File: src/rtl/dual_edge_ff_sched.sv
// Round-robin scheduler sharing one dual-edge FF bank; bursts lock the bank to their owner.
// Bank outputs registered, 1-cycle latency; req_ready is combinational and one-hot or zero.
module dual_edge_ff_sched #(
    parameter int DATA_WIDTH = 8,
    parameter int NUM_REQ    = 4,
    parameter int LEN_W      = 4
) (
    input  logic                          clk,
    input  logic                          rst,
    input  logic [NUM_REQ-1:0]            req_valid,
    output logic [NUM_REQ-1:0]            req_ready,
    input  logic [NUM_REQ*DATA_WIDTH-1:0] req_data,
    input  logic [NUM_REQ*DATA_WIDTH-1:0] req_mask,
    input  logic [NUM_REQ*2-1:0]          req_edge,
    input  logic [NUM_REQ*LEN_W-1:0]      req_len,
    output logic [DATA_WIDTH-1:0]         ff_data_in,
    output logic [DATA_WIDTH-1:0]         ff_pos_en,
    output logic [DATA_WIDTH-1:0]         ff_neg_en,
    output logic [$clog2(NUM_REQ)-1:0]    grant_id,
    output logic                          busy
);

    localparam int IDW = $clog2(NUM_REQ);

    typedef enum logic {IDLE = 1'b0, BURST = 1'b1} state_t;

    state_t                state_q;
    logic [IDW-1:0]        rr_q;
    logic [IDW-1:0]        owner_q;
    logic [LEN_W-1:0]      remain_q;
    logic [DATA_WIDTH-1:0] ff_data_q;
    logic [DATA_WIDTH-1:0] ff_pos_q;
    logic [DATA_WIDTH-1:0] ff_neg_q;
    logic [IDW-1:0]        grant_q;
    logic                  busy_q;

    logic                  win_vld;
    logic [IDW-1:0]        win_id;
    logic [IDW-1:0]        sel_id;
    logic                  sel_vld;
    logic                  accept;
    logic [IDW-1:0]        nxt_ptr;
    logic [DATA_WIDTH-1:0] beat_data;
    logic [DATA_WIDTH-1:0] beat_mask;
    logic [1:0]            beat_edge;
    logic [LEN_W-1:0]      beat_len;

    // Search downward so the candidate closest to rr_q overwrites the others.
    always_comb begin
        int             t;
        logic [IDW-1:0] idx;
        win_vld = 1'b0;
        win_id  = '0;
        t       = 0;
        idx     = '0;
        for (int k = NUM_REQ - 1; k >= 0; k--) begin
            t = int'(rr_q) + k;
            if (t >= NUM_REQ) begin
                t = t - NUM_REQ;
            end
            idx = IDW'(t);
            if (req_valid[idx]) begin
                win_vld = 1'b1;
                win_id  = idx;
            end
        end
    end

    always_comb begin
        sel_id    = (state_q == BURST) ? owner_q : win_id;
        sel_vld   = (state_q == BURST) ? req_valid[owner_q] : win_vld;
        accept    = sel_vld && !rst;
        req_ready = '0;
        if (accept) begin
            req_ready[sel_id] = 1'b1;
        end
        nxt_ptr   = (sel_id == IDW'(NUM_REQ - 1)) ? '0 : sel_id + 1'b1;
        beat_data = req_data[int'(sel_id)*DATA_WIDTH +: DATA_WIDTH];
        beat_mask = req_mask[int'(sel_id)*DATA_WIDTH +: DATA_WIDTH];
        beat_edge = req_edge[int'(sel_id)*2 +: 2];
        beat_len  = req_len[int'(sel_id)*LEN_W +: LEN_W];
    end

    always_ff @(posedge clk or posedge rst) begin
        if (rst) begin
            state_q   <= IDLE;
            rr_q      <= '0;
            owner_q   <= '0;
            remain_q  <= '0;
            ff_data_q <= '0;
            ff_pos_q  <= '0;
            ff_neg_q  <= '0;
            grant_q   <= '0;
            busy_q    <= 1'b0;
        end else begin
            // Enables pulse only on the cycle after an accepted beat; data and id hold.
            ff_pos_q <= '0;
            ff_neg_q <= '0;
            if (accept) begin
                ff_data_q <= beat_data;
                ff_pos_q  <= beat_mask & {DATA_WIDTH{beat_edge[0]}};
                ff_neg_q  <= beat_mask & {DATA_WIDTH{beat_edge[1]}};
                grant_q   <= sel_id;
            end
            case (state_q)
                IDLE: begin
                    if (accept) begin
                        owner_q  <= sel_id;
                        remain_q <= beat_len;
                        if (beat_len == '0) begin
                            rr_q <= nxt_ptr;
                        end else begin
                            state_q <= BURST;
                            busy_q  <= 1'b1;
                        end
                    end
                end
                BURST: begin
                    if (accept) begin
                        remain_q <= remain_q - 1'b1;
                        if (remain_q == LEN_W'(1)) begin
                            state_q <= IDLE;
                            busy_q  <= 1'b0;
                            rr_q    <= nxt_ptr;
                        end
                    end
                end
                default: begin
                    state_q <= IDLE;
                    busy_q  <= 1'b0;
                end
            endcase
        end
    end

    assign ff_data_in = ff_data_q;
    assign ff_pos_en  = ff_pos_q;
    assign ff_neg_en  = ff_neg_q;
    assign grant_id   = grant_q;
    assign busy       = busy_q;

endmodule

File: config.mk
export PLATFORM = sky130hd
export DESIGN_NAME = dual_edge_ff_sched
export DESIGN_NICKNAME = d
export VERILOG_FILES = /design/src/rtl/dual_edge_ff_sched.sv
export SDC_FILE = /design/constraint.sdc
export NUM_CORES = 1
export LEC_CHECK = 0
export ABC_AREA = 1
export CORE_ASPECT_RATIO = 1.5
export CORE_UTILIZATION = 30
export DETAILED_ROUTE_END_ITERATION = 12
export GPL_TIMING_DRIVEN = 0
export PLACE_DENSITY = 0.61
export SKIP_LAST_GASP = 1
export SLEW_MARGIN = 10
export SYNTH_ARGS = -nofsm -noshare
export SYNTH_HDL_FRONTEND = slang
export SYNTH_SLANG_ARGS = --single-unit
File: constraint.sdc
create_clock -name clk -period 3.4 [get_ports clk]
set_clock_uncertainty 0.1 [all_clocks]
set_input_delay 0.68 -clock clk [delete_from_list [all_inputs] [get_ports clk]]
set_output_delay 0.68 -clock clk [all_outputs]
set_load 0.01 [all_outputs]
======== After elaboration in Yosys (flattened, before gate mapping) ========
Index checks and enable logic that the tools add are counted.
cells by class
  bitwise gates (word level) .............. 3
  order comparisons ....................... 11
  reduce and logical (&&, ||, !) cells .... 8
  equal/unequal tests ..................... 7
  shifts and indexed selects .............. 4
  add/subtract/negate cells ............... 9
  mux-type cells .......................... 48
operators by type and width
  kind                                                 number
  variable part select 32 x 6 -> 8 bit                 2
  two-way mux 2 bit                                    14
  two-way mux 1 bit                                    19
  < comparator 2 x 3 -> 1 bit, second input constant   6
  AND 8 bit                                            2
  two-way mux 8 bit                                    2
  variable part select 16 x 5 -> 4 bit                 1
  two-way mux 4 bit                                    3
  binary-select mux 1 bit (select 2 bit)               5
  >= comparator 3 bit, second input constant           3
  case mux 4 bit (2 select lines)                      1
  AND reduction 4 bit                                  2
  variable part select 8 x 4 -> 2 bit                  1
  subtractor 2 x 1 -> 2 bit, second input constant     4
  adder 2 x 2 -> 3 bit, second input constant          2
  != test 2 bit, second input constant                 3
  equality test 4 x 1 -> 1 bit, second input constant  1
  zero test 4 bit                                      1
  != test 2 x 1 -> 1 bit, second input constant        2
  case mux 1 bit (2 select lines)                      2
  case mux 2 bit (2 select lines)                      1
  AND reduction 2 bit                                  2
  subtractor 4 x 1 -> 4 bit, second input constant     1
  adder 2 x 1 -> 3 bit, second input constant          1
  8 further kinds                                      9
storage, ports and cells
  word-level logic and storage cells ...... 99
  register bits after elaboration ......... 36
  output and inout port bits .............. 31
  input bits .............................. 94

======== Logic depth before layout (Yosys ltp) ========
  depth after elaboration ................. 15
  gate-level depth with buffers ........... 20
  gate-level depth less buffers ........... 18

======== Worst setup path after synthesis ========
OpenSTA, ideal clock, no wires.
  kind .................................... in2out
  from .................................... input port rst
  to ...................................... output port req_ready[0]
  arrival time ............................ 2487 ps
  stages .................................. 6
  setup slack ............................. 133 ps
  cell sequence ........................... inv_1 nand2_1 nor2_2 clkinv_1 clkbuf_1 nor2_1
between the ends
  cells in the longest elaborated chain, start to end .. 3
ends and longest elaborated chain
  element                    RTL line  RTL
  from (decl)                9         input logic rst,
  zero test 1 bit (no line)  --
  logical AND 1 bit          72        accept = sel_vld && !rst;
  two-way mux 4 bit          74        if (accept) begin
  to (decl)                  11        output logic [NUM_REQ-1:0] req_ready,
Every way passes these cells.

======== Worst setup path in the final report ========
  from .................................... register rr_q[0]
  to ...................................... output port req_ready[0]
between the ends
  cells in the longest elaborated chain, start to end .. 15
  elaborated cells between the ends (all ways) .. 40
  classes of those cells .................. add/sub: 7; order compare: 6; mux: 25; reduce/logical: 2
ends and longest elaborated chain
  element                                                                                            RTL line  RTL
  from (decl)                                                                                        28        logic [IDW-1:0] rr_q;
  from (signal assigned)                                                                             111       rr_q <= nxt_ptr;
  from (signal assigned)                                                                             124       rr_q <= nxt_ptr;
  adder 2 x 2 -> 3 bit                                                                               57        t = int'(rr_q) + k;
  >= comparator 3 bit or subtractor 2 x 1 -> 2 bit (tied branches)                                   58, 59
  two-way mux 2 bit                                                                                  58        if (t >= NUM_REQ) begin
  binary-select mux 1 bit (select 2 bit)                                                             62        if (req_valid[idx]) begin
  two-way mux 1 bit (implied by the code)                                                            62
  two-way mux 2 bit (4 in series)                                                                    62
  two-way mux 2 bit                                                                                  70        sel_id = (state_q == BURST) ? owner_q : win_id;
  < comparator 2 x 3 -> 1 bit (implied by the code) or >= comparator 2 x 1 -> 1 bit (tied branches)  75        req_ready[sel_id] = 1'b1;
  logical AND 1 bit (implied by the code)                                                            75
  two-way mux 1 bit (implied by the code)                                                            75
  demux 1 bit (select 2 bit)                                                                         75
  two-way mux 4 bit *                                                                                74
Mark *: on every way between the ends. The rest lies on a longest branch, timed or not. The select of a mux whose other input is x is not followed.

==> metrics.cfg <==
[logic_synthesis]
syn_avg_cell_area_um2 = 6.89
yosysMostFrequentCell = nand2_1
synth.top_cells.by_count = nand2_1 (97), nor2_1 (67), dfrtp_1 (36)
synth_flop_cell = dfrtp_1
syn_nets = 467
seq_area_frac_synth = 0.356
async_flop_share = 1.00
yosys.area.top_type = dfrtp_1
ys_types = 30
synth-edff-count = 0
syn_area_um2 = 2530
postSynthCellCount = 367
yosysTopAreaCellShare = 0.356
ys_warn_count = 0
ys_ff_latch = 36
synth_area_leaders = dfrtp_1 (36%), nand2_1 (14%), nor2_1 (10%), o21ai_0 (5.1%), inv_1 (5.0%)

[grt]
grt_usage = 0.204
antenna_found_initial = 0
grt-ovfl-total = 0
grt_first_pass_wirelength_um = 14000
grt_pass1_vias = 2883
grt_start_max_net_pins = 39

[worst_setup_path]
critPathMaxStageDelay_ns = 0.37
required_ns = 2.62
start_kind = register
crit_type = register to output port
cp_max_fo = 10
path_cells = buf_6 -> inv_6 -> nand2_2 -> nand2_2 -> inv_2 -> nand2_2 -> nand3_2 -> o21bai_1 -> nand3_1 -> nand2_4 -> buf_8 -> buf_8 -> ha_1 -> inv_1 -> nor2_2 -> buf_2
path_common_cell = nand2_2
critPathArrivalTime_ns = 2.29
crit_path_end_kind = output port
cp_slowest_cell = dfrtp_1

[sta]
finalSetupViolations = 0
tightest_slew_ns = 0.502
period_share = 0.904
fin_setup_tns_ns = 0
fmax_ghz = 0.325
final_hold_viol_count = 0
slew_viol_final = 0
maxSlewHeadroom = 0.665
period_minus_slack_ns = 3.07
rsz0062_at_grt = false
hold_slack_ns = 0.384

[drt]
antenna_left = 0
drt-pass1-iter-count = 4
viasPerCell = 4.68
wl_per_cell_um = 14.5
vias = 2863
finalWirelength_um = 8880
drc_errors = 0
drtIter0Drc = 133

[finish]
postLayoutCoreUtil = 0.529
num-fill-cells = 841
final_nets = 607
diodes = 0
drive_gt1_frac = 0.138
area_growth_pct = 69.6
finish.instance_area_um2 = 4290

[place]
portBuffers = 124
place_congestion = 0.841
dpl-instance-area_um2 = 3900
hpwl_um = 6560

[cts]
clk_pin_slew_ns = 0.05
cts-root-buf = clkbuf_16
htree_levels = 2
insertion_delay_ns = 0.27
cts.sinks = 36
cts_hold_buf = 0
cts_buffers = 5
cts_tree = done
max-clock-path-buffers = 2

[power_and_ir_drop]
ir_drop_v = 0.000396
power_density_nw_per_um2 = 922
p_leak_nw = 2.02

[floorplanning]
core_um2 = 8110
std_cell_rows = 40
die_area_um2 = 8800
ios = 125
die_x_um = 76.9
die_h_um = 114
initial_core_util = 0.312

[hold_path]
hold_class = register to register

[run]
drv_cap = 0

[outcome]
status = complete, no violations

## final timing paths
| kind | start | end | depth (start not counted) | slack (ns) |
|---|---|---|---|---|
| max | rr_q[0] | req_ready[0] | 16 | 0.33 |
| max in group asynchronous | rst | remain_q[2] | 2 | 2.19 |
| min reg2reg | ff_data_in[1] | ff_data_in[1] | 2 | 0.38 |
| min | ff_data_in[1] | ff_data_in[1] | 2 | 0.38 |
| min in group asynchronous | rst | ff_data_in[3] | 2 | 0.68 |
| max reg2reg | rr_q[0] | ff_data_in[1] | 16 | 0.81 |
## state kept, by name, indices dropped and copies added (netlist names)
register    flops
rr_q            2
owner_q         2
busy            1
ff_pos_en       8
ff_neg_en       8
remain_q        4
grant_id        2
state_q         1
ff_data_in      8
## metal layers
layer | vias to the layer above | part of all wire | GRT usage | wire length [µm]
met1 | 1323 | 0.38 | 0.224 | 3380
met5 | - | 0 | 0 | 0
met3 | 10 | 0.038 | 0.0319 | 338
li1 | 1451 | - | - | -
met2 | 79 | 0.56 | 0.394 | 4990
met4 | 0 | 0.018 | 0.0628 | 163
## logic make-up (layout without fill, tap and decap cells)
logic type,count (synthesis),in the layout,share of synthesized area
buffers and inverters,55,195,0.105
DFF,36,36,0.356
and+or+nand+nor,205,205,0.346
xor gates and xnor gates,2,2,0.00693
adders and majority gates,6,6,0.0297
AOI/OAI and AO/OA,63,63,0.156
## power by group
| group | switching, W | internal (W) | leakage [nW] |
|---|---|---|---|
| clock | 0.000160 | 0.000307 | 0.0760 |
| sequential | 0.000100 | 0.000615 | 0.463 |
| combinational | 0.00153 | 0.00124 | 1.48 |
| total | 0.00179 | 0.00216 | 2.02 |
## stage by stage
stage	instances	setup slack, ns	total power, W
finish	612	0.327	0.00395
global route	612	0.141	0.00429
CTS	608	0.00146	0.00377
detailed placement	596	-0.937	0.00313
global placement	596	-1.46	0.00311
floorplan	367	0.133	0.00227
## cells in the final DEF (no fill, tap or decap), types with 2 or more instances in the layout
| cell | netlist | routed |
|---|---|---|
| nand3_2 | 5 | 8 |
| inv_1 | 34 | 31 |
| dlymetal6s2s_1 | 0 | 4 |
| dfrtp_1 | 36 | 36 |
| xor2_1 | 2 | 2 |
| clkbuf_8 | 0 | 2 |
| a22oi_1 | 2 | 2 |
| clkdlybuf4s50_1 | 0 | 116 |
| nor2_4 | 1 | 2 |
| o22ai_1 | 11 | 11 |
| nand3_1 | 25 | 19 |
| o21ai_1 | 3 | 4 |
| nand3_4 | 0 | 3 |
| nand2_4 | 2 | 2 |
| o21a_1 | 8 | 8 |
| a21oi_1 | 2 | 2 |
| nor2_1 | 67 | 66 |
| buf_8 | 0 | 2 |
| buf_2 | 2 | 4 |
| inv_2 | 3 | 4 |
| buf_12 | 0 | 2 |
| nand2_1 | 97 | 90 |
| clkbuf_1 | 5 | 4 |
| o21ai_0 | 26 | 25 |
| inv_4 | 0 | 3 |
| clkbuf_16 | 0 | 7 |
| nand2_2 | 5 | 11 |
| ha_1 | 6 | 6 |
| a31o_1 | 8 | 8 |
| buf_4 | 4 | 14 |
## layout make-up
type / count / area, µm² / share of cell area
buffer: 11 / 111 / 0.0260
timing repair buffer: 138 / 1370 / 0.320
clock buffer: 7 / 153 / 0.0356
tap: 105 / 131 / 0.0307
inverter: 39 / 159 / 0.0371
multi-input combinational: 276 / 1460 / 0.340
sequential: 36 / 901 / 0.210
## worst max-delay path: cells and delay by family (launching register included)
family / cells / cell delay [ns]
flops: 1 / 0.37
buf+inv: 7 / 0.65
simple gates: 7 / 0.68
fa+ha+maj: 1 / 0.13
compound gates: 1 / 0.18
## what timing repair did
item                                    CTS  global route
cloned                                    0             2
gates resized for setup                  32            26
setup buffers                             9             3
pin swaps                                 8            10
endpoints found under the setup margin    4             4
Power figures use the tool's default switching activity.
